===== src/rtl/imem_loader_if.sv =====
// Byte-stream / instruction-memory write bundle for imem_loader.
// master: stream source + memory side (start, byte in; writes, status out); slave: loader.
interface imem_loader_if #(
  parameter int ADDR_WIDTH = 10,
  parameter int DATA_WIDTH = 32
);
  logic                  start_i;
  logic [7:0]            byte_i;
  logic                  byte_valid_i;
  logic                  byte_ready_o;
  logic                  we_o;
  logic [ADDR_WIDTH-1:0] waddr_o;
  logic [DATA_WIDTH-1:0] wdata_o;
  logic                  busy_o;
  logic                  done_o;
  logic                  err_o;
  logic                  cpu_hold_o;

  modport master (
    output start_i, byte_i, byte_valid_i,
    input  byte_ready_o, we_o, waddr_o, wdata_o,
    input  busy_o, done_o, err_o, cpu_hold_o
  );

  modport slave (
    input  start_i, byte_i, byte_valid_i,
    output byte_ready_o, we_o, waddr_o, wdata_o,
    output busy_o, done_o, err_o, cpu_hold_o
  );
endinterface


===== src/rtl/imem_loader.sv =====
// Boot-time instruction memory programmer: parses {len, LE words, xor csum} frames.
// Ports: clk_i, rst_i (async, active-high), bus (imem_loader_if.slave).
module imem_loader #(
  parameter int ADDR_WIDTH  = 10,
  parameter int DATA_WIDTH  = 32,
  parameter int SPACE_WIDTH = 8
) (
  input  logic          clk_i,
  input  logic          rst_i,
  imem_loader_if.slave  bus
);

  typedef enum logic [2:0] {
    S_IDLE, S_LEN_LO, S_LEN_HI, S_DATA,
    S_CHECK, S_DONE, S_ERROR
  } state_e;

  localparam int IW = SPACE_WIDTH + 1;
  localparam logic [16:0] MAX_WORDS = 17'(1) << SPACE_WIDTH;

  state_e                state_q, state_d;
  logic [7:0]            len_lo_q, len_lo_d;
  logic [15:0]           len_q, len_d;
  logic [IW-1:0]         idx_q, idx_d;
  logic [1:0]            bcnt_q, bcnt_d;
  logic [23:0]           word_q, word_d;
  logic [7:0]            csum_q, csum_d;
  logic                  we_q, we_d;
  logic [ADDR_WIDTH-1:0] waddr_q, waddr_d;
  logic [DATA_WIDTH-1:0] wdata_q, wdata_d;

  logic        ready;
  logic        hs;
  logic [15:0] n_words;

  assign ready = (state_q == S_LEN_LO) || (state_q == S_LEN_HI) ||
                 (state_q == S_DATA)   || (state_q == S_CHECK);
  assign hs      = bus.byte_valid_i && ready;
  assign n_words = {bus.byte_i, len_lo_q};

  always_ff @(posedge clk_i or posedge rst_i) begin
    if (rst_i) begin
      state_q  <= S_IDLE;
      len_lo_q <= '0;
      len_q    <= '0;
      idx_q    <= '0;
      bcnt_q   <= '0;
      word_q   <= '0;
      csum_q   <= '0;
      we_q     <= 1'b0;
      waddr_q  <= '0;
      wdata_q  <= '0;
    end else begin
      state_q  <= state_d;
      len_lo_q <= len_lo_d;
      len_q    <= len_d;
      idx_q    <= idx_d;
      bcnt_q   <= bcnt_d;
      word_q   <= word_d;
      csum_q   <= csum_d;
      we_q     <= we_d;
      waddr_q  <= waddr_d;
      wdata_q  <= wdata_d;
    end
  end

  always_comb begin
    state_d  = state_q;
    len_lo_d = len_lo_q;
    len_d    = len_q;
    idx_d    = idx_q;
    bcnt_d   = bcnt_q;
    word_d   = word_q;
    csum_d   = csum_q;
    we_d     = 1'b0;
    waddr_d  = waddr_q;
    wdata_d  = wdata_q;
    unique case (state_q)
      S_IDLE, S_DONE, S_ERROR: begin
        if (bus.start_i) begin
          state_d = S_LEN_LO;
          idx_d   = '0;
          csum_d  = '0;
          bcnt_d  = '0;
        end
      end
      S_LEN_LO: begin
        if (hs) begin
          len_lo_d = bus.byte_i;
          state_d  = S_LEN_HI;
        end
      end
      S_LEN_HI: begin
        if (hs) begin
          len_d = n_words;
          if (n_words == 16'd0)
            state_d = S_CHECK;
          else if ({1'b0, n_words} > MAX_WORDS)
            state_d = S_ERROR;
          else
            state_d = S_DATA;
        end
      end
      S_DATA: begin
        if (hs) begin
          csum_d = csum_q ^ bus.byte_i;
          bcnt_d = bcnt_q + 2'd1;
          unique case (bcnt_q)
            2'd0: word_d[7:0]   = bus.byte_i;
            2'd1: word_d[15:8]  = bus.byte_i;
            2'd2: word_d[23:16] = bus.byte_i;
            default: begin
              // 4th byte: register the write, it appears next cycle.
              we_d    = 1'b1;
              waddr_d = '0;
              waddr_d[SPACE_WIDTH+1:0] = {idx_q[SPACE_WIDTH-1:0], 2'b00};
              wdata_d = DATA_WIDTH'({bus.byte_i, word_q});
              idx_d   = idx_q + 1'b1;
              if (16'(idx_q) + 16'd1 == len_q)
                state_d = S_CHECK;
            end
          endcase
        end
      end
      S_CHECK: begin
        if (hs)
          state_d = (bus.byte_i == csum_q) ? S_DONE : S_ERROR;
      end
      default: state_d = S_IDLE;
    endcase
  end

  assign bus.byte_ready_o = ready;
  assign bus.busy_o       = ready;
  assign bus.we_o         = we_q;
  assign bus.waddr_o      = waddr_q;
  assign bus.wdata_o      = wdata_q;
  assign bus.done_o       = (state_q == S_DONE);
  assign bus.err_o        = (state_q == S_ERROR);
  assign bus.cpu_hold_o   = (state_q != S_DONE);

endmodule


===== src/flat_wrapper.sv =====
// flat-port wrapper written by rule: the top's interface ports become plain ports
module imem_loader_flat 
#(
  parameter int ADDR_WIDTH  = 10,
  parameter int DATA_WIDTH  = 32,
  parameter int SPACE_WIDTH = 8
)
  (clk_i, rst_i, bus_start_i, bus_byte_i, bus_byte_valid_i, bus_byte_ready_o, bus_we_o, bus_waddr_o, bus_wdata_o, bus_busy_o, bus_done_o, bus_err_o, bus_cpu_hold_o);
  imem_loader_if #(.ADDR_WIDTH(ADDR_WIDTH), .DATA_WIDTH(DATA_WIDTH)) bus_i ();
  input  logic clk_i;
  input  logic rst_i;
  input wire logic [$bits(bus_i.start_i)-1:0] bus_start_i;
  input wire logic [$bits(bus_i.byte_i)-1:0] bus_byte_i;
  input wire logic [$bits(bus_i.byte_valid_i)-1:0] bus_byte_valid_i;
  output wire logic [$bits(bus_i.byte_ready_o)-1:0] bus_byte_ready_o;
  output wire logic [$bits(bus_i.we_o)-1:0] bus_we_o;
  output wire logic [$bits(bus_i.waddr_o)-1:0] bus_waddr_o;
  output wire logic [$bits(bus_i.wdata_o)-1:0] bus_wdata_o;
  output wire logic [$bits(bus_i.busy_o)-1:0] bus_busy_o;
  output wire logic [$bits(bus_i.done_o)-1:0] bus_done_o;
  output wire logic [$bits(bus_i.err_o)-1:0] bus_err_o;
  output wire logic [$bits(bus_i.cpu_hold_o)-1:0] bus_cpu_hold_o;
  assign bus_i.start_i = bus_start_i;
  assign bus_i.byte_i = bus_byte_i;
  assign bus_i.byte_valid_i = bus_byte_valid_i;
  assign bus_byte_ready_o = bus_i.byte_ready_o;
  assign bus_we_o = bus_i.we_o;
  assign bus_waddr_o = bus_i.waddr_o;
  assign bus_wdata_o = bus_i.wdata_o;
  assign bus_busy_o = bus_i.busy_o;
  assign bus_done_o = bus_i.done_o;
  assign bus_err_o = bus_i.err_o;
  assign bus_cpu_hold_o = bus_i.cpu_hold_o;
  imem_loader #(.ADDR_WIDTH(ADDR_WIDTH), .DATA_WIDTH(DATA_WIDTH), .SPACE_WIDTH(SPACE_WIDTH)) u_core (.clk_i(clk_i), .rst_i(rst_i), .bus(bus_i));
endmodule

===== config.mk =====
export PLATFORM = sky130hd
export DESIGN_NAME = imem_loader_flat
export DESIGN_NICKNAME = d
export VERILOG_FILES = /design/src/rtl/imem_loader_if.sv /design/src/rtl/imem_loader.sv /design/src/flat_wrapper.sv
export SDC_FILE = /design/constraint.sdc
export NUM_CORES = 1
export LEC_CHECK = 0
export BUFFER_PORTS_ARGS = -buffer_cell sky130_fd_sc_hd__buf_2
export CORE_UTILIZATION = 52
export CTS_CLUSTER_SIZE = 40
export DETAILED_ROUTE_END_ITERATION = 8
export PLACE_DENSITY = 0.75
export RECOVER_POWER = 100
export SYNTH_ARGS = -nofsm -noshare
export SYNTH_HDL_FRONTEND = slang
export SYNTH_SLANG_ARGS = --single-unit

===== constraint.sdc =====
create_clock -name clk_i -period 2.9 [get_ports clk_i]
set_input_delay 0 -clock clk_i [delete_from_list [all_inputs] [get_ports clk_i]]
set_output_delay 0 -clock clk_i [all_outputs]
set_load 0.02 [all_outputs]

[Yosys cells after proc, flatten, opt, wreduce, memory -nomap -nowiden]
Index checks and enable logic that the tools add are counted.
Cells by class
  add/sub/neg operators: 3
  $mul: 0
  divide/modulo/power cells: 0
  $lt $le $gt $ge: 1
  equality and inequality tests: 18
  shifts and indexed selects: 0
  multiplexer cells: 24
  bitwise operators: 2
  reduce and logical (&&, ||, !) cells: 19
Operator list (count)
  $mux 3: 9
  $mux 9: 3
  $pmux 9 s2: 1
  $eq 16x16->1: 1
  $gt 16x9->1 const B: 1
  $logic_not 16->1: 1
  $mux 8: 2
  $pmux 8 s2: 1
  $pmux 3 s5: 1
  $reduce_and 3->1: 5
  $add 9x1->10 const B: 1
  $add 9x1->9 const B: 1
  $eq 3x3->1 const B: 3
  $eq 8x8->1: 1
  $ne 2x1->1 const B: 4
  $xor 8x8->8: 1
  $reduce_and 7->1: 1
  $eq 3x2->1 const B: 2
  $mux 2: 3
  $ne 2x2->1 const B: 3
  $reduce_or 3->1: 2
  $pmux 2 s2: 1
  $reduce_and 2->1: 2
  $reduce_and 4->1: 1
  other kinds (12): 16
Storage, ports and cells
  flip-flop bits (word level): 111
  latch bits: 0
  bits in writable memories: 0
  ROM bits: 0
  logic and storage cells: 79
  memories kept: 0

[Depth between registers and ports, before layout]
Gate-level depths: netlist (run 1).
  depth in word-level cells: 7
  gate-level depth with buffers: 9
  depth with buffers taken out: 7

[Least setup slack after synthesis (run 1)]
No wires, ideal clock.
  kind: register to register
  start point: reg u_core.bcnt_q[0]
  end point: reg u_core.state_q[2]
  arrival time: 2.242 ns
  setup slack: 0.571 ns
  cell stages (with the launch flop): 8
  path through: dfrtp_1 -> ha_1 -> or4b_1 -> nor4_1 -> nand3_1 -> or3_1 -> or4_1 -> a22oi_1
On the way
  word-level cells in the longest chain between the ends: 4
  elaborated cells between the ends (all ways): 6
Ends and longest elaborated chain
  start, declared: line imem_loader.sv:25  | logic [1:0] bcnt_q, bcnt_d;
  start signal, assigned: line imem_loader.sv:58  | bcnt_q <= bcnt_d;
  $eq 2x1->1, or another cell as far along: line imem_loader.sv:108  | unique case (bcnt_q)
  $reduce_or 3->1 (no source line) *
  $ne 2x2->1 (no source line) *
  $reduce_and 7->1 (no source line) *
  end signal, assigned: line imem_loader.sv:54  | state_q <= state_d;
  end, declared: line imem_loader.sv:21  | state_e state_q, state_d;
Every way passes the cells marked *; elsewhere a longest branch is shown, timed or not.
A chain may end at the register's enable or synchronous reset.

[Worst setup path after layout (run 1)]
Ends and elaborated chain as after synthesis.

==> results of run 1 <==
==> stage by stage <==
step	hold WS [ps]	cells	cell area (µm²)	util, %
finish	16.0	655	5510	59.4
detailed placement	127	637	5410	58.3
floorplan	332	471	5010	-
CTS	11.9	655	5620	60.5
global placement	119	637	5410	58.3
global route	23.2	655	5510	59.4
==> metal layers <==
| metal | wire (µm) | vias up | GRT usage [%] |
|---|---|---|---|
| met3 | 399 | 13 | 3.34 |
| li1 | - | 1690 | - |
| met5 | 0 | - | 0 |
| met4 | 127 | 0 | 6.69 |
| met2 | 5090 | 98 | 35.4 |
| met1 | 4810 | 1807 | 30.9 |
==> layout make-up <==
type / count / area share [%]
Clock buffer: 11 / 2.56
Clock inverter: 5 / 0.885
Inverter: 16 / 1.11
Multi-Input combinational cell: 316 / 37.0
Sequential cell: 111 / 50.4
Tap cell: 129 / 2.93
Timing Repair Buffer: 67 / 5.17
==> sequential cells by signal, indices dropped and copies added, names as in the netlist <==
signal              count
u_core.word_q          24
u_core.bus.wdata_o     32
u_core.state_q          3
u_core.len_lo_q         8
u_core.len_q           16
u_core.idx_q            9
u_core.bus.we_o         1
u_core.bcnt_q           2
u_core.bus.waddr_o      8
u_core.csum_q           8
==> cell usage in the layout, fill, tap and decap left out, drive strengths merged, types with 7 or more instances in the layout <==
| cell | count |
|---|---|
| buf | 12 |
| clkbuf | 64 |
| nand3 | 7 |
| xor2 | 7 |
| xnor2 | 9 |
| nor2 | 23 |
| dfrtp | 111 |
| o21ai | 33 |
| mux2 | 63 |
| nor3 | 7 |
| inv | 19 |
| nand2 | 104 |
==> timing repair <==
action	in CTS	in global routing
endpoints found under the hold margin	29	0
resized for setup	0	0
hold buffers	2	0
==> synth_stat cells (7+ instances only) <==
cell | instances | area, µm²
sky130_fd_sc_hd__clkbuf_1 | 20 | 75.1
sky130_fd_sc_hd__xnor2_1 | 9 | 78.8
sky130_fd_sc_hd__dfrtp_1 | 111 | 2780
sky130_fd_sc_hd__nand2_1 | 104 | 390
sky130_fd_sc_hd__nor3_1 | 7 | 35.0
sky130_fd_sc_hd__nand3_1 | 7 | 35.0
sky130_fd_sc_hd__inv_1 | 16 | 60.1
sky130_fd_sc_hd__nor2_1 | 23 | 86.3
sky130_fd_sc_hd__xor2_1 | 7 | 61.3
sky130_fd_sc_hd__o21ai_0 | 33 | 165
sky130_fd_sc_hd__mux2_2 | 63 | 709
==> worst max-delay path: stages, from the launching register on <==
cell,delay (ps)
sky130_fd_sc_hd__dfrtp_1,410
sky130_fd_sc_hd__ha_1,190
sky130_fd_sc_hd__or4b_1,450
sky130_fd_sc_hd__nor4_1,330
sky130_fd_sc_hd__nand3_1,150
sky130_fd_sc_hd__or3_1,340
sky130_fd_sc_hd__or4_1,470
sky130_fd_sc_hd__a22oi_1,200
==> worst min-delay path by stage <==
stage | start | to | depth (start not counted)
6_report | bus_byte_i[4] | u_core.csum_q[4] | 3
2_1_floorplan | bus_byte_valid_i | u_core.csum_q[2] | 4
4_1_cts | bus_byte_i[1] | u_core.len_q[9] | 3
3_5_place_dp | rst_i | u_core.bus.wdata_o[20] | 2
3_3_place_gp | rst_i | u_core.bus.wdata_o[20] | 2
5_1_grt | bus_byte_i[1] | u_core.len_q[9] | 3
==> logic make-up (layout without fill, tap and decap cells) <==
| group | count (synthesis) | in the layout |
|---|---|---|
| xor+xnor | 16 | 16 |
| mux | 64 | 64 |
| other cells | 1 | 2 |
| compound gates | 56 | 56 |
| flops | 111 | 111 |
| simple gates | 173 | 173 |
| fa+ha+maj | 5 | 5 |
| buf+inv | 44 | 99 |
==> power groups by stage <==
stage | Clock [mW] | Combinational [mW] | Sequential, mW
after detailed placement | 0 | 1.50 | 2.34
after global routing | 0.974 | 1.62 | 2.37
after CTS | 0.917 | 1.51 | 2.31
after floorplan | 0 | 1.16 | 2.28
after global placement | 0 | 1.44 | 2.31
final | 0.903 | 1.46 | 2.31
==> results.md, run 1 <==
| Quantity | Value |
| --- | --- |
| Outcome | finished clean |
| CTS max path bufs | 2 |
| Number of failing setup endpoints in the final timing report | 0 |
| Register bit count reported by yosys | 111 |
| Critical path required time | 3180 ps |
| First element of the critical path | u_core.bcnt_q[0] |
| TritonCTS clock tree | done |
| Combined area of the multi-input logic cells | 2040 µm² |
| Area delta synth->final | 10.1% |
| Leading register cell type out of synthesis | sky130_fd_sc_hd__dfrtp_1 |
| Clk pwr share | 19.3% |
| Number of vias in the routed layout | 3608 |
| Sequential cell area in the final layout | 2780 µm² |
| Number of primary I/O pins | 60 |
| Max-capacitance violation count | 0 |
| Count of cell types in the netlist | 43 |
| Internal portion of total power | 3.01 mW |
| Total congestion overflow after global routing | 0 |
| Xor/xnor share of the synthesized area | 2.80% |
| Syn Area/Cell | 10.7 µm² |
| Final Slew Violations | 0 |
| Total wirelength of the detailed-routed design | 10.4 mm |
| Port Buf Inserts | 57 |
| Type of origin of the critical path | flop |
| Average routed wire per standard cell | 15.9 µm |
| Num rows | 35 |
| Pin count of the biggest net entering global routing | 57 |
| Top achievable clock speed | 0.380 GHz |
| Final period utilization | 90.6% |
| Clk slew on worst S/H paths | 110 ps |
| Antenna violations before repair | 0 |
| Gate power share | 31.2% |
| Setup WS post-layout | 272 ps |
| Leakage component of the power | 2.59 nW |
| Pwr dens | 848 nW/µm² |
| Total global routing track utilization | 21.9% |
| Sequential area share after synthesis | 55.5% |
| Worst Tran Pin Value | 1420 ps |
| Via count of the first global-routing pass | 3399 |
| Root Buffer Master | sky130_fd_sc_hd__clkbuf_8 |
| Num CTS Buffers | 9 |
| Die area | 10000 µm² |
| Fraction of final layout cells with drive strength greater than 1 | 17.5% |
| Share of synthesized area spent on multiplexers | 14.4% |
| Number of fill cells | 828 |
| Endpoint of the worst setup timing path | u_core.state_q[2] |
| Overall die height | 100 µm |
| Final hold vios | 0 |
| Insertion delay of the later-clocked pin in the worst-skew pair | 370 ps |
| Cell count after synthesis | 470 |
| Unrepaired setup endpoints after global routing | false |
| Tightest slew margin relative to the limit | 5.50% |
| Register share of total power | 49.4% |
| Sum of negative setup slack | 0 ps |
| Hold/Removal Path Class | in -> reg |
| R2r startpoint | u_core.bcnt_q[0] |
| Reg2Reg Depth | 7 |
| Critical setup path kind | reg -> reg |
| Post-synthesis compound-gate area fraction | 6.60% |
| Count of inserted antenna diode cells | 0 |
| Total power | 4.68 mW |
| Adder-cell area share of the yosys netlist | 1.25% |
| Area of the core | 9280 µm² |
| Share of synthesized flip-flops with an asynchronous set or reset | 100% |
| Number of nets with antenna violations after detailed routing | 0 |
| Horiz. Die Dim | 100 µm |
| Via density | 5.51 |
| Wire length of the first global-routing pass | 16.9 mm |
| Clock tree skew after final layout | 9.16 ps |
| Pre-Repair DR Iteration Count | 6 |
| Count of flip-flops with a built-in enable after synthesis | 0 |
| Net count reported at finish | 538 |
| Worst-path maximum fanout | 5 |
| Setup slack of the worst register-to-register path | 270 ps |
| Switching Fraction | 35.7% |
| Combinational family with the most area after synthesis | simple AND/OR/NAND/NOR gates |
| Final GP Congestion | 0.859 |
| Post-Synth Simple-Gate Area | 15.8% |
| Setup fix buffers added after clock tree synthesis | 0 |
| Min Clock Period, post-route | 2630 ps |
| CTS H-tree lvls | 3 |
| Effective utilization at floorplan | 53.9% |
| Clock sinks | 111 |
| Area of the mapped netlist | 5010 µm² |
| Worst endpoint data arrival time | 2910 ps |
| Iteration-0 DRC Markers | 205 |
| Remaining routing DRC violations | 0 |
| Switch Pwr | 1.67 mW |
| Pre-CTS setup slack | 292 ps |
| Element type at the critical path end | flop |
| FF-to-FF End | u_core.state_q[2] |
| IR Drop Worst-Case VDD | 0.370 mV |
| Post-DP HPWL | 7.20 mm |
| Count of synthesis-stage warnings from yosys | 0 |
Power figures use the tool's default switching activity.
==> inputs of run 2 (changes only) <==
- PLACE_DENSITY: 0.75 -> 0.84
==> run 2 against run 1 <==
Compared with the run above: utilization shrank 0.16 points; sequential power is essentially flat; sequential share of layout area grew 0.14 points; worst setup slack gained 1.6 ps; cell area shrank 0.27%; first-iteration DRC count shrank 15%; wire length grew 3.0%; via count grew 1.2%; clock skew grew 5.3 ps.
==> results.md, run 2 (synthesized netlist as in run 1, its figures left out) <==
| Quantity | Value | Change |
| --- | --- | --- |
| Pin count of the biggest net entering global routing | 85 | +49% |
| Hold/Removal Path Class | in -> reg |  |
| Insertion delay of the later-clocked pin in the worst-skew pair | 380 ps | about the same |
| Worst hold start | bus_byte_i[5] |  |
| Number of resized instances in the post-cts repair step | 0 | unchanged |
| Min Clock Period, post-route | 2630 ps | -1.59 ps |
| Tightest slew margin relative to the limit | 20.8% | +15 points |
| Remaining routing DRC violations | 0 | unchanged |
| Iteration-0 DRC Markers | 174 | -15% |
| Num CTS Buffers | 9 | unchanged |
| Post-DP HPWL | 7.33 mm | +1.8% |
| Antenna violations before repair | 0 | unchanged |
| Net count reported at finish | 537 | -0.19% |
| Final period utilization | 90.6% | about the same |
| Total congestion overflow after global routing | 0 | unchanged |
| Via density | 5.59 | +1.6% |
| TritonCTS clock tree | done |  |
| Effective utilization at floorplan | 53.9% | unchanged |
| Horiz. Die Dim | 100 µm | unchanged |
| FF-to-FF End | u_core.state_q[0] |  |
| Reg2Reg Depth | 7 | unchanged |
| Setup slack of the worst register-to-register path | 270 ps | about the same |
| Outcome | finished clean |  |
| Depth of the worst hold-timing path | 3 | unchanged |
| Final GP Congestion | 0.832 | -3.2% |
| Critical setup path kind | reg -> reg |  |
| R2r startpoint | u_core.idx_q[0] |  |
| Worst endpoint data arrival time | 2860 ps | -50 ps |
| Final Slew Violations | 0 | unchanged |
| Type of origin of the critical path | flop |  |
| Number of fill cells | 784 | -5.3% |
| Clock sinks | 111 | unchanged |
| Clk slew on worst S/H paths | 110 ps | about the same |
| Number of primary I/O pins | 60 | unchanged |
| CTS H-tree lvls | 3 | unchanged |
| Max-capacitance violation count | 0 | unchanged |
| Clock tree skew after final layout | 14.5 ps | +5.34 ps |
| CTS max path bufs | 2 | unchanged |
| Critical path required time | 3130 ps | -50 ps |
| Top achievable clock speed | 0.381 GHz | about the same |
| Most common library cell in the layout ignoring fill and taps | sky130_fd_sc_hd__dfrtp_1 |  |
| Number of vias in the routed layout | 3653 | +1.2% |
| Die area | 10000 µm² | unchanged |
| Number of nets with antenna violations after detailed routing | 0 | unchanged |
| Flip-flop count of the largest register, all copies and words added | 32 | unchanged |
| Sum of negative setup slack | 0 ps | unchanged |
| Most frequent cells in the layout | 111 x sky130_fd_sc_hd__dfrtp_1, 104 x sky130_fd_sc_hd__nand2_1, 63 x sky130_fd_sc_hd__mux2_2, 49 x sky130_fd_sc_hd__clkbuf_1, 33 x sky130_fd_sc_hd__o21ai_0 |  |
| Hold EP | u_core.csum_q[5] |  |
| Area of the core | 9280 µm² | unchanged |
| Via count of the first global-routing pass | 3676 | +8.1% |
| Core occupancy in the finished layout | 59.2% | -0.16 points |
| Port Buf Inserts | 57 | unchanged |
| Combined area of the multi-input logic cells | 2040 µm² | unchanged |
| Count of inserted antenna diode cells | 0 | unchanged |
| Area delta synth->final | 9.85% |  |
| Average routed wire per standard cell | 16.5 µm | +3.3% |
| Unrepaired setup endpoints after global routing | false |  |
| Root Buffer Master | sky130_fd_sc_hd__clkbuf_8 |  |
| Sequential cell area in the final layout | 2780 µm² | unchanged |
| Final hold vios | 0 | unchanged |
| Pre-Repair DR Iteration Count | 4 | -2 |
| Wire length of the first global-routing pass | 17.9 mm | +6.0% |
| Setup fix buffers added after clock tree synthesis | 0 | unchanged |
| Total global routing track utilization | 23.0% | +1.2 points |
| Leakage component of the power | 2.58 nW | -0.14% |
| IR Drop Worst-Case VDD | 0.378 mV | +2.3% |
| Number of failing setup endpoints in the final timing report | 0 | unchanged |
| Num rows | 35 | unchanged |
| Worst-path maximum fanout | 8 | +3 |
| Element type at the critical path end | flop |  |
| Fraction of final layout cells with drive strength greater than 1 | 17.9% | +0.45 points |
| Pwr dens | 849 nW/µm² | +0.11% |
| Total wirelength of the detailed-routed design | 10.7 mm | +3.0% |
| Overall die height | 100 µm | unchanged |
| Worst Tran Pin Value | 1180 ps | -236 ps |
-- run 2: cell count changes in the layout (fill, tap and decap cells not counted) --
cell,change
sky130_fd_sc_hd__inv_6,+1
sky130_fd_sc_hd__clkinv_4,-1
sky130_fd_sc_hd__inv_8,-2
sky130_fd_sc_hd__clkinvlp_4,+1
sky130_fd_sc_hd__buf_4,-1
sky130_fd_sc_hd__clkbuf_2,+2
sky130_fd_sc_hd__clkbuf_1,-4
sky130_fd_sc_hd__clkinv_2,+1
sky130_fd_sc_hd__clkbuf_4,+1
-- run 2: metrics by stage --
step	hold WS (ps)	cells	setup WS (ps)	instance area [µm²]	power [mW]
after floorplan	332	471	571	5010	3.44
final	12.8	653	273	5500	4.67
after global placement	101	636	403	5400	3.74
after global routing	13.8	653	12.6	5500	4.94
after detailed placement	110	636	363	5400	3.86
after CTS	2.35	653	308	5600	4.72
-- run 2: cell type report --
class	instances	share of cell area [%]
clock buffer	10	2.50
clock inverter	5	0.705
inverter	16	1.11
multi-input combinational	316	37.1
sequential	111	50.5
tap	129	2.94
timing repair buffer	66	5.16
-- run 2: per-layer routing --
layer / GRT usage [%] / share of wire (%) / wire length, µm
met3: 4.46 / 4.5 / 481
met1: 30.9 / 43 / 4660
met4: 7.47 / 1.9 / 206
met5: 0 / 0 / 0
met2: 38.1 / 50 / 5400
-- run 2: worst max-delay path by stage --
stage | depth (start not counted) | slack [ps] | from | to
after CTS | 7 | 310 | u_core.idx_q[0] | u_core.state_q[0]
after floorplan | 7 | 570 | u_core.bcnt_q[0] | u_core.state_q[2]
after global routing | 7 | 10 | u_core.idx_q[0] | u_core.state_q[0]
after global placement | 7 | 400 | u_core.bcnt_q[0] | u_core.state_q[2]
after detailed placement | 7 | 360 | u_core.idx_q[0] | u_core.state_q[0]
final | 7 | 270 | u_core.idx_q[0] | u_core.state_q[0]
-- run 2: where the power goes --
| group | leakage, nW | internal [mW] | switching, mW | total (mW) |
|---|---|---|---|---|
| Sequential | 1.47 | 2.00 | 0.326 | 2.32 |
| Combinational | 1.03 | 0.658 | 0.832 | 1.49 |
| Clock | 0.0895 | 0.340 | 0.518 | 0.857 |
-- run 2: repair_timing --
item / CTS / global route
hold buffers: 2 / 0
hold endpoints to repair: 28 / 0
setup endpoints to repair: 0 / 0
-- run 2: critical path, stage by stage (launching register included) --
cell and delay (ps):
sky130_fd_sc_hd__dfrtp_1 480, sky130_fd_sc_hd__ha_1 320, sky130_fd_sc_hd__nand3_1 180, sky130_fd_sc_hd__nor3_1 400, sky130_fd_sc_hd__xnor2_1 180, sky130_fd_sc_hd__or4b_1 460
sky130_fd_sc_hd__o31ai_1 310, sky130_fd_sc_hd__o211ai_1 150
